`src/rtl/mc_ctrl_pkg.sv`:
```
// mc_ctrl_pkg: shared states, instruction classes, opcodes and selector encodings for the multi-cycle MIPS controller
package mc_ctrl_pkg;

    typedef enum logic [3:0] {
        S_RESET  = 4'd0,
        FETCH    = 4'd1,
        DECODE   = 4'd2,
        R_EXEC   = 4'd3,
        R_WB     = 4'd4,
        MEM_ADDR = 4'd5,
        MEM_RD   = 4'd6,
        MEM_WB   = 4'd7,
        MEM_WR   = 4'd8,
        BRANCH   = 4'd9,
        I_EXEC   = 4'd10,
        I_WB     = 4'd11,
        JUMP     = 4'd12,
        JAL      = 4'd13,
        JR       = 4'd14
    } state_t;

    typedef enum logic [2:0] {
        C_R, C_JR, C_MEM, C_BR, C_IMM, C_J, C_JAL, C_ILL
    } iclass_t;

    localparam logic [5:0] OP_RTYPE = 6'b000000;
    localparam logic [5:0] OP_LW    = 6'b100011;
    localparam logic [5:0] OP_SW    = 6'b101011;
    localparam logic [5:0] OP_BEQ   = 6'b000100;
    localparam logic [5:0] OP_BNE   = 6'b000101;
    localparam logic [5:0] OP_ADDI  = 6'b001000;
    localparam logic [5:0] OP_SLTI  = 6'b001010;
    localparam logic [5:0] OP_J     = 6'b000010;
    localparam logic [5:0] OP_JAL   = 6'b000011;

    localparam logic [5:0] FN_ADD = 6'b100000;
    localparam logic [5:0] FN_SUB = 6'b100010;
    localparam logic [5:0] FN_AND = 6'b100100;
    localparam logic [5:0] FN_OR  = 6'b100101;
    localparam logic [5:0] FN_SLT = 6'b101010;
    localparam logic [5:0] FN_JR  = 6'b001000;

    localparam logic [1:0] RD_RT = 2'b00;
    localparam logic [1:0] RD_RD = 2'b01;
    localparam logic [1:0] RD_RA = 2'b10;

    localparam logic [1:0] M2R_ALU = 2'b00;
    localparam logic [1:0] M2R_MDR = 2'b01;
    localparam logic [1:0] M2R_PC  = 2'b10;

    localparam logic [1:0] ASB_B    = 2'b00;
    localparam logic [1:0] ASB_4    = 2'b01;
    localparam logic [1:0] ASB_IMM  = 2'b10;
    localparam logic [1:0] ASB_IMM2 = 2'b11;

    localparam logic [1:0] PCS_ALU = 2'b00;
    localparam logic [1:0] PCS_OUT = 2'b01;
    localparam logic [1:0] PCS_JMP = 2'b10;
    localparam logic [1:0] PCS_A   = 2'b11;

    localparam logic [1:0] AOP_ADD = 2'b00;
    localparam logic [1:0] AOP_SUB = 2'b01;
    localparam logic [1:0] AOP_FN  = 2'b10;
    localparam logic [1:0] AOP_SLT = 2'b11;

endpackage

```
`src/rtl/mc_controller_if.sv`:
```
// mc_controller_if: controller <-> datapath bundle
//   inputs to controller : opcode, funct (from IR), zero (ALU), mem_ready (memory handshake)
//   outputs of controller: memory/IR/PC/regfile enables, mux selectors, alu_op, instr_done, illegal_op
//   master = controller view, slave = datapath view
interface mc_controller_if;
    logic [5:0] opcode;
    logic [5:0] funct;
    logic       zero;
    logic       mem_ready;
    logic       mem_read;
    logic       mem_write;
    logic       iord;
    logic       ir_write;
    logic       pc_write;
    logic       reg_write;
    logic [1:0] reg_dst;
    logic [1:0] mem_to_reg;
    logic       alu_src_a;
    logic [1:0] alu_src_b;
    logic [1:0] pc_src;
    logic [1:0] alu_op;
    logic       instr_done;
    logic       illegal_op;

    modport master (
        input  opcode, funct, zero, mem_ready,
        output mem_read, mem_write, iord, ir_write, pc_write, reg_write,
               reg_dst, mem_to_reg, alu_src_a, alu_src_b, pc_src, alu_op,
               instr_done, illegal_op
    );

    modport slave (
        output opcode, funct, zero, mem_ready,
        input  mem_read, mem_write, iord, ir_write, pc_write, reg_write,
               reg_dst, mem_to_reg, alu_src_a, alu_src_b, pc_src, alu_op,
               instr_done, illegal_op
    );
endinterface

```
`src/rtl/mc_opcode_decode.sv`:
```
// mc_opcode_decode: combinational opcode/funct to instruction class
//   i_opcode, i_funct : IR fields
//   o_class           : instruction class driving the DECODE branch
//   o_illegal         : unsupported opcode or R-type funct
module mc_opcode_decode
    import mc_ctrl_pkg::*;
(
    input  logic [5:0] i_opcode,
    input  logic [5:0] i_funct,
    output iclass_t    o_class,
    output logic       o_illegal
);
    logic w_r_ok;

    assign w_r_ok = (i_funct == FN_ADD) || (i_funct == FN_SUB) || (i_funct == FN_AND) ||
                    (i_funct == FN_OR)  || (i_funct == FN_SLT);

    always_comb begin
        o_class = C_ILL;
        case (i_opcode)
            OP_RTYPE:        o_class = (i_funct == FN_JR) ? C_JR : w_r_ok ? C_R : C_ILL;
            OP_LW, OP_SW:    o_class = C_MEM;
            OP_BEQ, OP_BNE:  o_class = C_BR;
            OP_ADDI, OP_SLTI: o_class = C_IMM;
            OP_J:            o_class = C_J;
            OP_JAL:          o_class = C_JAL;
            default:         o_class = C_ILL;
        endcase
    end

    assign o_illegal = (o_class == C_ILL);
endmodule

```
`src/rtl/mc_controller.sv`:
```
// mc_controller: multi-cycle MIPS control FSM
//   clk, rst_n : clock, synchronous active-low reset
//   bus        : mc_controller_if.master (opcode/funct/zero/mem_ready in; enables, selectors, alu_op, pulses out)
module mc_controller
    import mc_ctrl_pkg::*;
#(
    parameter logic [1:0] RA_SEL = RD_RA
) (
    input logic             clk,
    input logic             rst_n,
    mc_controller_if.master bus
);
    state_t     r_state;
    state_t     w_next;
    iclass_t    w_class;
    logic       w_illegal;
    logic       w_mem_read;
    logic       w_mem_write;
    logic       w_iord;
    logic       w_ir_write;
    logic       w_pc_write;
    logic       w_reg_write;
    logic [1:0] w_reg_dst;
    logic [1:0] w_mem_to_reg;
    logic       w_alu_src_a;
    logic [1:0] w_alu_src_b;
    logic [1:0] w_pc_src;
    logic [1:0] w_alu_op;
    logic       w_done;
    logic       w_illegal_op;

    mc_opcode_decode u_dec (
        .i_opcode  (bus.opcode),
        .i_funct   (bus.funct),
        .o_class   (w_class),
        .o_illegal (w_illegal)
    );

    always_ff @(posedge clk) begin
        if (!rst_n)
            r_state <= S_RESET;
        else
            r_state <= w_next;
    end

    always_comb begin
        w_next       = r_state;
        w_mem_read   = 1'b0;
        w_mem_write  = 1'b0;
        w_iord       = 1'b0;
        w_ir_write   = 1'b0;
        w_pc_write   = 1'b0;
        w_reg_write  = 1'b0;
        w_reg_dst    = RD_RT;
        w_mem_to_reg = M2R_ALU;
        w_alu_src_a  = 1'b0;
        w_alu_src_b  = ASB_B;
        w_pc_src     = PCS_ALU;
        w_alu_op     = AOP_ADD;
        w_done       = 1'b0;
        w_illegal_op = 1'b0;
        case (r_state)
            S_RESET: w_next = FETCH;
            FETCH: begin
                w_mem_read  = 1'b1;
                w_alu_src_b = ASB_4;
                w_ir_write  = bus.mem_ready;
                w_pc_write  = bus.mem_ready;
                w_next      = bus.mem_ready ? DECODE : FETCH;
            end
            DECODE: begin
                // precompute the branch target into ALUOut while the class resolves
                w_alu_src_b  = ASB_IMM2;
                w_illegal_op = w_illegal;
                w_done       = w_illegal;
                case (w_class)
                    C_R:     w_next = R_EXEC;
                    C_JR:    w_next = JR;
                    C_MEM:   w_next = MEM_ADDR;
                    C_BR:    w_next = BRANCH;
                    C_IMM:   w_next = I_EXEC;
                    C_J:     w_next = JUMP;
                    C_JAL:   w_next = JAL;
                    default: w_next = FETCH;
                endcase
            end
            R_EXEC: begin
                w_alu_src_a = 1'b1;
                w_alu_op    = AOP_FN;
                w_next      = R_WB;
            end
            R_WB: begin
                w_reg_write = 1'b1;
                w_reg_dst   = RD_RD;
                w_done      = 1'b1;
                w_next      = FETCH;
            end
            MEM_ADDR: begin
                w_alu_src_a = 1'b1;
                w_alu_src_b = ASB_IMM;
                w_next      = (bus.opcode == OP_SW) ? MEM_WR : MEM_RD;
            end
            MEM_RD: begin
                w_mem_read = 1'b1;
                w_iord     = 1'b1;
                w_next     = bus.mem_ready ? MEM_WB : MEM_RD;
            end
            MEM_WB: begin
                w_reg_write  = 1'b1;
                w_mem_to_reg = M2R_MDR;
                w_done       = 1'b1;
                w_next       = FETCH;
            end
            MEM_WR: begin
                w_mem_write = 1'b1;
                w_iord      = 1'b1;
                w_done      = bus.mem_ready;
                w_next      = bus.mem_ready ? FETCH : MEM_WR;
            end
            BRANCH: begin
                w_alu_src_a = 1'b1;
                w_alu_op    = AOP_SUB;
                w_pc_src    = PCS_OUT;
                w_pc_write  = (bus.opcode == OP_BNE) ? ~bus.zero : bus.zero;
                w_done      = 1'b1;
                w_next      = FETCH;
            end
            I_EXEC: begin
                w_alu_src_a = 1'b1;
                w_alu_src_b = ASB_IMM;
                w_alu_op    = (bus.opcode == OP_SLTI) ? AOP_SLT : AOP_ADD;
                w_next      = I_WB;
            end
            I_WB: begin
                w_reg_write = 1'b1;
                w_done      = 1'b1;
                w_next      = FETCH;
            end
            JUMP: begin
                w_pc_src   = PCS_JMP;
                w_pc_write = 1'b1;
                w_done     = 1'b1;
                w_next     = FETCH;
            end
            JAL: begin
                // PC already holds PC+4 from FETCH, so it is the link value
                w_reg_write  = 1'b1;
                w_reg_dst    = RA_SEL;
                w_mem_to_reg = M2R_PC;
                w_pc_src     = PCS_JMP;
                w_pc_write   = 1'b1;
                w_done       = 1'b1;
                w_next       = FETCH;
            end
            JR: begin
                w_alu_src_a = 1'b1;
                w_pc_src    = PCS_A;
                w_pc_write  = 1'b1;
                w_done      = 1'b1;
                w_next      = FETCH;
            end
            default: w_next = S_RESET;
        endcase
    end

    assign bus.mem_read   = w_mem_read;
    assign bus.mem_write  = w_mem_write;
    assign bus.iord       = w_iord;
    assign bus.ir_write   = w_ir_write;
    assign bus.pc_write   = w_pc_write;
    assign bus.reg_write  = w_reg_write;
    assign bus.reg_dst    = w_reg_dst;
    assign bus.mem_to_reg = w_mem_to_reg;
    assign bus.alu_src_a  = w_alu_src_a;
    assign bus.alu_src_b  = w_alu_src_b;
    assign bus.pc_src     = w_pc_src;
    assign bus.alu_op     = w_alu_op;
    assign bus.instr_done = w_done;
    assign bus.illegal_op = w_illegal_op;
endmodule
```
`src/flat_wrapper.sv`:
```
// flat-port wrapper written by rule: the top's interface ports become plain ports
module mc_controller_flat import mc_ctrl_pkg::*;
#(
    parameter logic [1:0] RA_SEL = RD_RA
)
  (clk, rst_n, bus_opcode, bus_funct, bus_zero, bus_mem_ready, bus_mem_read, bus_mem_write, bus_iord, bus_ir_write, bus_pc_write, bus_reg_write, bus_reg_dst, bus_mem_to_reg, bus_alu_src_a, bus_alu_src_b, bus_pc_src, bus_alu_op, bus_instr_done, bus_illegal_op);
  mc_controller_if bus_i ();
  input logic clk;
  input logic rst_n;
  input wire logic [$bits(bus_i.opcode)-1:0] bus_opcode;
  input wire logic [$bits(bus_i.funct)-1:0] bus_funct;
  input wire logic [$bits(bus_i.zero)-1:0] bus_zero;
  input wire logic [$bits(bus_i.mem_ready)-1:0] bus_mem_ready;
  output wire logic [$bits(bus_i.mem_read)-1:0] bus_mem_read;
  output wire logic [$bits(bus_i.mem_write)-1:0] bus_mem_write;
  output wire logic [$bits(bus_i.iord)-1:0] bus_iord;
  output wire logic [$bits(bus_i.ir_write)-1:0] bus_ir_write;
  output wire logic [$bits(bus_i.pc_write)-1:0] bus_pc_write;
  output wire logic [$bits(bus_i.reg_write)-1:0] bus_reg_write;
  output wire logic [$bits(bus_i.reg_dst)-1:0] bus_reg_dst;
  output wire logic [$bits(bus_i.mem_to_reg)-1:0] bus_mem_to_reg;
  output wire logic [$bits(bus_i.alu_src_a)-1:0] bus_alu_src_a;
  output wire logic [$bits(bus_i.alu_src_b)-1:0] bus_alu_src_b;
  output wire logic [$bits(bus_i.pc_src)-1:0] bus_pc_src;
  output wire logic [$bits(bus_i.alu_op)-1:0] bus_alu_op;
  output wire logic [$bits(bus_i.instr_done)-1:0] bus_instr_done;
  output wire logic [$bits(bus_i.illegal_op)-1:0] bus_illegal_op;
  assign bus_i.opcode = bus_opcode;
  assign bus_i.funct = bus_funct;
  assign bus_i.zero = bus_zero;
  assign bus_i.mem_ready = bus_mem_ready;
  assign bus_mem_read = bus_i.mem_read;
  assign bus_mem_write = bus_i.mem_write;
  assign bus_iord = bus_i.iord;
  assign bus_ir_write = bus_i.ir_write;
  assign bus_pc_write = bus_i.pc_write;
  assign bus_reg_write = bus_i.reg_write;
  assign bus_reg_dst = bus_i.reg_dst;
  assign bus_mem_to_reg = bus_i.mem_to_reg;
  assign bus_alu_src_a = bus_i.alu_src_a;
  assign bus_alu_src_b = bus_i.alu_src_b;
  assign bus_pc_src = bus_i.pc_src;
  assign bus_alu_op = bus_i.alu_op;
  assign bus_instr_done = bus_i.instr_done;
  assign bus_illegal_op = bus_i.illegal_op;
  mc_controller #(.RA_SEL(RA_SEL)) u_core (.clk(clk), .rst_n(rst_n), .bus(bus_i));
endmodule
```
`config.mk`:
```
export PLATFORM = sky130hd
export DESIGN_NAME = mc_controller_flat
export DESIGN_NICKNAME = d
export VERILOG_FILES = /design/src/rtl/mc_ctrl_pkg.sv /design/src/rtl/mc_controller_if.sv /design/src/rtl/mc_opcode_decode.sv /design/src/rtl/mc_controller.sv /design/src/flat_wrapper.sv
export SDC_FILE = /design/constraint.sdc
export NUM_CORES = 1
export LEC_CHECK = 0
export BUFFER_PORTS_ARGS = -buffer_cell sky130_fd_sc_hd__buf_4
export CORE_ASPECT_RATIO = 1.25
export CORE_MARGIN = 1.5
export CORE_UTILIZATION = 44
export DETAILED_ROUTE_END_ITERATION = 8
export HOLD_SLACK_MARGIN = 0.02
export PLACE_DENSITY_LB_ADDON = 0.15
export SYNTH_ARGS = -nofsm -noshare
export SYNTH_HDL_FRONTEND = slang
export SYNTH_SLANG_ARGS = --single-unit
export TNS_END_PERCENT = 10
```
`constraint.sdc`:
```
create_clock -name clk -period 1.8 [get_ports clk]
set_clock_uncertainty 0.1 [all_clocks]
set_input_delay 0 -clock clk [delete_from_list [all_inputs] [get_ports clk]]
set_output_delay 0 -clock clk [all_outputs]
set_load 0.03 [all_outputs]
```
==> impl_metrics.tcl, run 1 <==
set metrics [dict create \
    synth_top_area_share_pct 8.45 \
    utilization_pct 77.8 \
    die_x_um 44.5 \
    worst_slack_ns -0.0794 \
    path_class "in2out" \
    fmax_ghz 0.532 \
    synth_common_cells "20 x nor2_1, 11 x nand2_1, 10 x nand2b_1" \
    slew_violations 0 \
    worstPathRequired_ns 1.70 \
    first_pass_iters 8 \
    yosysMostFrequentCell "nor2_1" \
    final_net_count 228 \
    synth_cell_types 46 \
    diodes 0 \
    cts_made_buffers 3 \
    rsz0062_at_grt "yes" \
    outcome "finished, violations left" \
    cts_buffer_depth 2 \
    avgRoutedWirePerCell_um 14.3 \
    hp-class "in2reg" \
    power_w 0.000515 \
    postSynthAreaPerCell_um2 6.67 \
    maxSlewHeadroom_pct 70.9 \
    p_per_area_nw_per_um2 330 \
    vdd_drop_max_mv 0.267 \
    period_needed_ns 1.88 \
    leakagePower_nw 0.729 \
    ys_ff_latch 4 \
    seq_area_frac_synth_pct 8.45 \
    start_util_pct 47.3 \
    cp-startpoint "bus_funct[2]" \
    fin_cells 227 \
    start_kind "primary input" \
    tightest_slew_ns 0.433 \
    detail_route.vias_per_cell 5.88 \
    dp_cells 221 \
    cts_tree "yes" \
    clock_latency_ns 0.24 \
    p_clk_share_pct 22.5 \
    dp_hpwl_um 2580 \
    ioPinCount 35 \
    largest_register "u_core.r_state" \
    grt_max_degree 15 \
    fin_tns_setup_ns -0.179 \
    route.detailed.drc 1 \
    hold_viol 0 \
    grt-ovfl-total 0 \
    sequentialPowerShare_pct 21.1 \
    setup_violations 4 \
    clock-sinks 4 \
    io_buffers 34 \
    cap_violations 0 \
    antenna_found_initial 0 \
    drt-initial-drc-count 33 \
    post-route-period-util_pct 104 \
    cp_max_fo 2 \
    grt_usage_pct 27.4 \
    clk_pin_slew_ns 0.05 \
    num_vias 1335 \
    syn-num-nets 161 \
    syn-instance-count 142 \
    cts_root_buffer "clkbuf_4" \
    area_growth_pct 64.6 \
    synth.yosys.warnings 0 \
    drive_above_1_share_pct 47.3 \
    synth_edf_count 0 \
    place.gp.congestion 0.838 \
    die-area_um2 2440 \
    hold_start "bus_mem_ready" \
    worstSetupEndpointType "output pin" \
    grt_pass1_vias 1202 \
    grt_pass1_wl_um 4970 \
    synth_area_leaders "dfxtp_1 8.5%, nor2_1 7.9%, nand2b_1 6.6%, nand2_1 4.4%, a21oi_1 4.2%" \
    ctsHtreeMaxLevel 1 \
    top_regs "u_core.r_state: 4 flops" \
    violations "design-rule violations, negative setup slack" \
    async_reset_ff_share_pct 0 \
    switching_share_pct 39.4 \
    p_switching_w 0.000203 \
    synth-main-ff-cell "dfxtp_1" \
    die_y_um 54.9 \
    yosysTopAreaCell "dfxtp_1" \
    antenna_left 0 \
    arrival_ns 1.78 \
    r2r-start "u_core.r_state[3]$_SDFF_PN0_" \
    netlist_area_um2 947 \
    p_int_w 0.000312 \
    rows 18 \
    dpl_worst_slack_ns -0.319 \
    fp.coreArea_um2 2000 \
    combPwrFrac_pct 56.4 \
    wl_um 3250 \
    largest_reg_flops 4 \
]
worst max-delay path, cell delays in order:
cell and delay (ns):
buf_4 0.12, mux2_4 0.30, o311ai_4 0.23, nand2_1 0.10
or3_4 0.37, ha_4 0.18, and4_4 0.15, o21bai_2 0.19
buf_6 0.15
per-layer routing:
| metal | vias to the layer above | GRT usage, % | part of all wire (%) |
|---|---|---|---|
| li1 | 653 | - | - |
| met1 | 581 | 26.8 | 36 |
| met2 | 73 | 53.4 | 53 |
| met3 | 28 | 3.63 | 5.3 |
| met4 | 0 | 16.2 | 5.9 |
| met5 | - | 0 | 0 |
power by group through the flow:
| stage | combinational [W] | sequential [W] | clock, W |
|---|---|---|---|
| after floorplan | 0.000156 | 0.0000976 | 0 |
| after global placement | 0.000268 | 0.000108 | 0 |
| after detailed placement | 0.000275 | 0.000108 | 0 |
| after CTS | 0.000288 | 0.000107 | 0.000116 |
| after global routing | 0.000313 | 0.000109 | 0.000125 |
| final | 0.000291 | 0.000109 | 0.000116 |
timing repair:
| item | CTS | global route |
|---|---|---|
| gates cloned | 0 | 0 |
| setup endpoints to repair | 4 | 8 |
| endpoints found under the hold margin | 4 | 0 |
| resized for setup | 9 | 5 |
| hold buffers | 1 | 0 |
| pin swaps | 1 | 2 |
| setup buffers | 2 | 0 |
area by class of cell:
class	instances	area, µm²
Fill cell	149	445
Inverter	2	7.51
Tap cell	20	25.0
Clock buffer	3	22.5
Sequential cell	4	82.6
Timing Repair Buffer	73	571
Multi-Input combinational cell	125	851
layout by cell type, fill, tap and decap left out, types with 3 or more instances in the layout:
cell	count
buf_4	69
nand2_1	11
nor2b_1	5
and2_1	4
a21oi_1	8
nand2b_1	10
o21ai_0	6
a31oi_1	4
o21ai_1	5
nor3_2	4
nand3_1	4
nor2_1	19
clkbuf_4	3
nor3_1	6
path summary, 6_finish.rpt:
check                            endpoint  slack (ns)  depth (start not counted)
min          u_core.r_state[0]$_SDFF_PN0_        0.09                          3
max                        bus_instr_done       -0.08                          9
min reg2reg  u_core.r_state[2]$_SDFF_PN0_        0.55                          2
max reg2reg  u_core.r_state[3]$_SDFF_PN0_        0.16                          6
stage by stage:
stage | instance area [µm²] | hold WS, ns
floorplan | 951 | 0.0305
global placement | 1460 | 0.175
detailed placement | 1460 | 0.174
CTS | 1550 | 0.0948
global route | 1560 | 0.120
finish | 1560 | 0.0931
logic make-up (layout without fill, tap and decap cells):
family,count (synthesis),after routing,share of synthesized area (%)
and+or+nand+nor,77,77,44.9
AOI/OAI and AO/OA,41,41,31.7
buffers and inverters,13,78,6.34
DFF,4,4,8.45
adders and majority gates,3,3,3.96
xor gates and xnor gates,2,2,1.85
muxes,2,2,2.77
No activity file was read; power rests on OpenSTA's default activity.
==> inputs of run 2 (changes only) <==
--- a/config.mk
+++ b/config.mk
@@ -8,7 +8,7 @@
 export BUFFER_PORTS_ARGS = -buffer_cell sky130_fd_sc_hd__buf_4
 export CORE_ASPECT_RATIO = 1.25
 export CORE_MARGIN = 1.5
-export CORE_UTILIZATION = 44
+export CORE_UTILIZATION = 46
 export DETAILED_ROUTE_END_ITERATION = 8
 export HOLD_SLACK_MARGIN = 0.02
 export PLACE_DENSITY_LB_ADDON = 0.15
==> constraint.sdc (replaced) <==
create_clock -name clk -period 1.95 [get_ports clk]
set_clock_uncertainty 0.1 [all_clocks]
set_input_delay 0 -clock clk [delete_from_list [all_inputs] [get_ports clk]]
set_output_delay 0 -clock clk [all_outputs]
set_load 0.03 [all_outputs]
==> run 2 against run 1 <==
- the flow now finishes without violations
- global-route usage shrank 2.8 points
- total power shrank 16%
- first-iteration DRC count shrank 24%
- sequential share of layout area grew 0.80 points
- sequential cell count is the same
==> impl_metrics.tcl, run 2 (synthesis gave the netlist of run 1 again) <==
set metrics [dict create \
    post-cts-setup-buffer-count 0 \
    worstPathRequired_ns 1.85 \
    hold_ws_ns 0.104 \
    cts_buffer_depth 2 \
    most-common-layout-cells "50 x buf_4, 20 x nor2_1, 11 x nand2_1, 10 x nand2b_1" \
    dpl_worst_slack_ns -0.0804 \
    period_needed_ns 1.88 \
    cap_violations 0 \
    p_int_w 0.000265 \
    start_kind "primary input" \
    ctsHtreeMaxLevel 1 \
    post-route-period-util_pct 96.6 \
    sequentialPowerShare_pct 23.1 \
    cp_max_fo 2 \
    grt_pass1_vias 1078 \
    antenna_left 0 \
    fmax_ghz 0.531 \
    largest_reg_flops 4 \
    maxSlewHeadroom_pct 64.9 \
    route.detailed.drc 0 \
    antenna_found_initial 0 \
    final_net_count 207 \
    slew_violations 0 \
    worst_slack_ns 0.0670 \
    first_pass_iters 4 \
    die-area_um2 2340 \
    grt-ovfl-total 0 \
    detail_route.vias_per_cell 5.87 \
    tightest_slew_ns 0.525 \
    io_buffers 34 \
    rows 18 \
    p_clk_share_pct 22.8 \
    arrival_ns 1.78 \
    place.gp.congestion 0.845 \
    leakagePower_nw 0.619 \
    clock-sinks 4 \
    path_class "in2out" \
    vdd_drop_max_mv 0.285 \
    worstSetupEndpointType "output pin" \
    start_util_pct 48.3 \
    grt_usage_pct 24.6 \
    num_vias 1209 \
    drt-initial-drc-count 25 \
    cts_root_buffer "clkbuf_4" \
    avgRoutedWirePerCell_um 13.7 \
    cts_tree "yes" \
    die_x_um 43.6 \
    wl_um 2810 \
    dp_hpwl_um 2280 \
    outcome "completed" \
    fill_cells 178 \
    rsz0062_at_grt "no" \
    combPwrFrac_pct 54.2 \
    cts_made_buffers 3 \
    setup_violations 0 \
    clk_pin_slew_ns 0.04 \
    largest_register "u_core.r_state" \
    ioPinCount 35 \
    hold_viol 0 \
    fp.coreArea_um2 1960 \
    area_growth_pct 43.1 \
    grt_max_degree 18 \
    p_switching_w 0.000169 \
    dpl_cell_area_um2 1310 \
    die_y_um 53.7 \
    top_regs "u_core.r_state: 4 flops" \
    grt_pass1_wl_um 4460 \
    diodes 0 \
    hp-class "in2reg" \
    design_area_um2 1360 \
    drive_above_1_share_pct 38.2 \
    clock_latency_ns 0.23 \
    switching_share_pct 39.0 \
    mostFrequentLayoutCell "buf_4" \
    p_per_area_nw_per_um2 320 \
]
[run 2: power by group through the flow]
stage	sequential (W)	clock, W	combinational (W)
floorplan	0.0000901	0	0.000144
global placement	0.000100	0	0.000225
detailed placement	0.000101	0	0.000229
CTS	0.0000994	0.000102	0.000232
global route	0.000101	0.000114	0.000254
finish	0.000100	0.0000987	0.000235
[run 2: layer usage]
metal,vias up,wire length [µm],track usage [%]
met2,34,1540,46.6
met1,564,1140,27.1
met4,0,29,7.07
li1,607,-,-
met3,4,96,5.03
met5,-,0,0
[run 2: per-stage QoR]
stage,power (W),std cells,util [%],TNS (ns)
2_1_floorplan,0.000234,142,-,0
6_report,0.000434,206,69.2,0
4_1_cts,0.000433,206,68.5,0
5_1_grt,0.000469,206,69.2,0
3_5_place_dp,0.000330,202,66.7,-0.198
3_3_place_gp,0.000326,202,66.7,-0.0288
[run 2: worst paths after layout]
check | from | to | slack (ns) | cells past startpoint
setup / recovery | bus_funct[2] | bus_instr_done | 0.07 | 9
hold / removal | bus_mem_ready | u_core.r_state[0]$_SDFF_PN0_ | 0.10 | 3
setup reg to reg | u_core.r_state[2]$_SDFF_PN0_ | u_core.r_state[0]$_SDFF_PN0_ | 0.37 | 4
hold reg to reg | u_core.r_state[0]$_SDFF_PN0_ | u_core.r_state[2]$_SDFF_PN0_ | 0.63 | 2
[run 2: area by class of cell]
class                           count  area [µm²]  area share (%)
Clock buffer                        3        22.5            1.66
Inverter                            2        7.51           0.554
Multi-Input combinational cell    125         821            60.6
Sequential cell                     4        82.6            6.09
Tap cell                           20        25.0            1.85
Timing Repair Buffer               52         397            29.3
[run 2: repair_timing]
| action | in CTS | in global routing |
|---|---|---|
| resized for setup | 1 | 5 |
| hold buffers | 1 | 0 |
| pin swaps | 0 | 1 |
| setup endpoints to repair | 1 | 2 |
| endpoints found under the hold margin | 4 | 0 |
[run 2: critical path, cell delays in order]
cell and delay [ns]:
buf_4 0.12, mux2_4 0.30, o311ai_4 0.22, nand2_1 0.10
or3_4 0.34, ha_2 0.20, and4_4 0.15, o21bai_2 0.19
buf_6 0.16
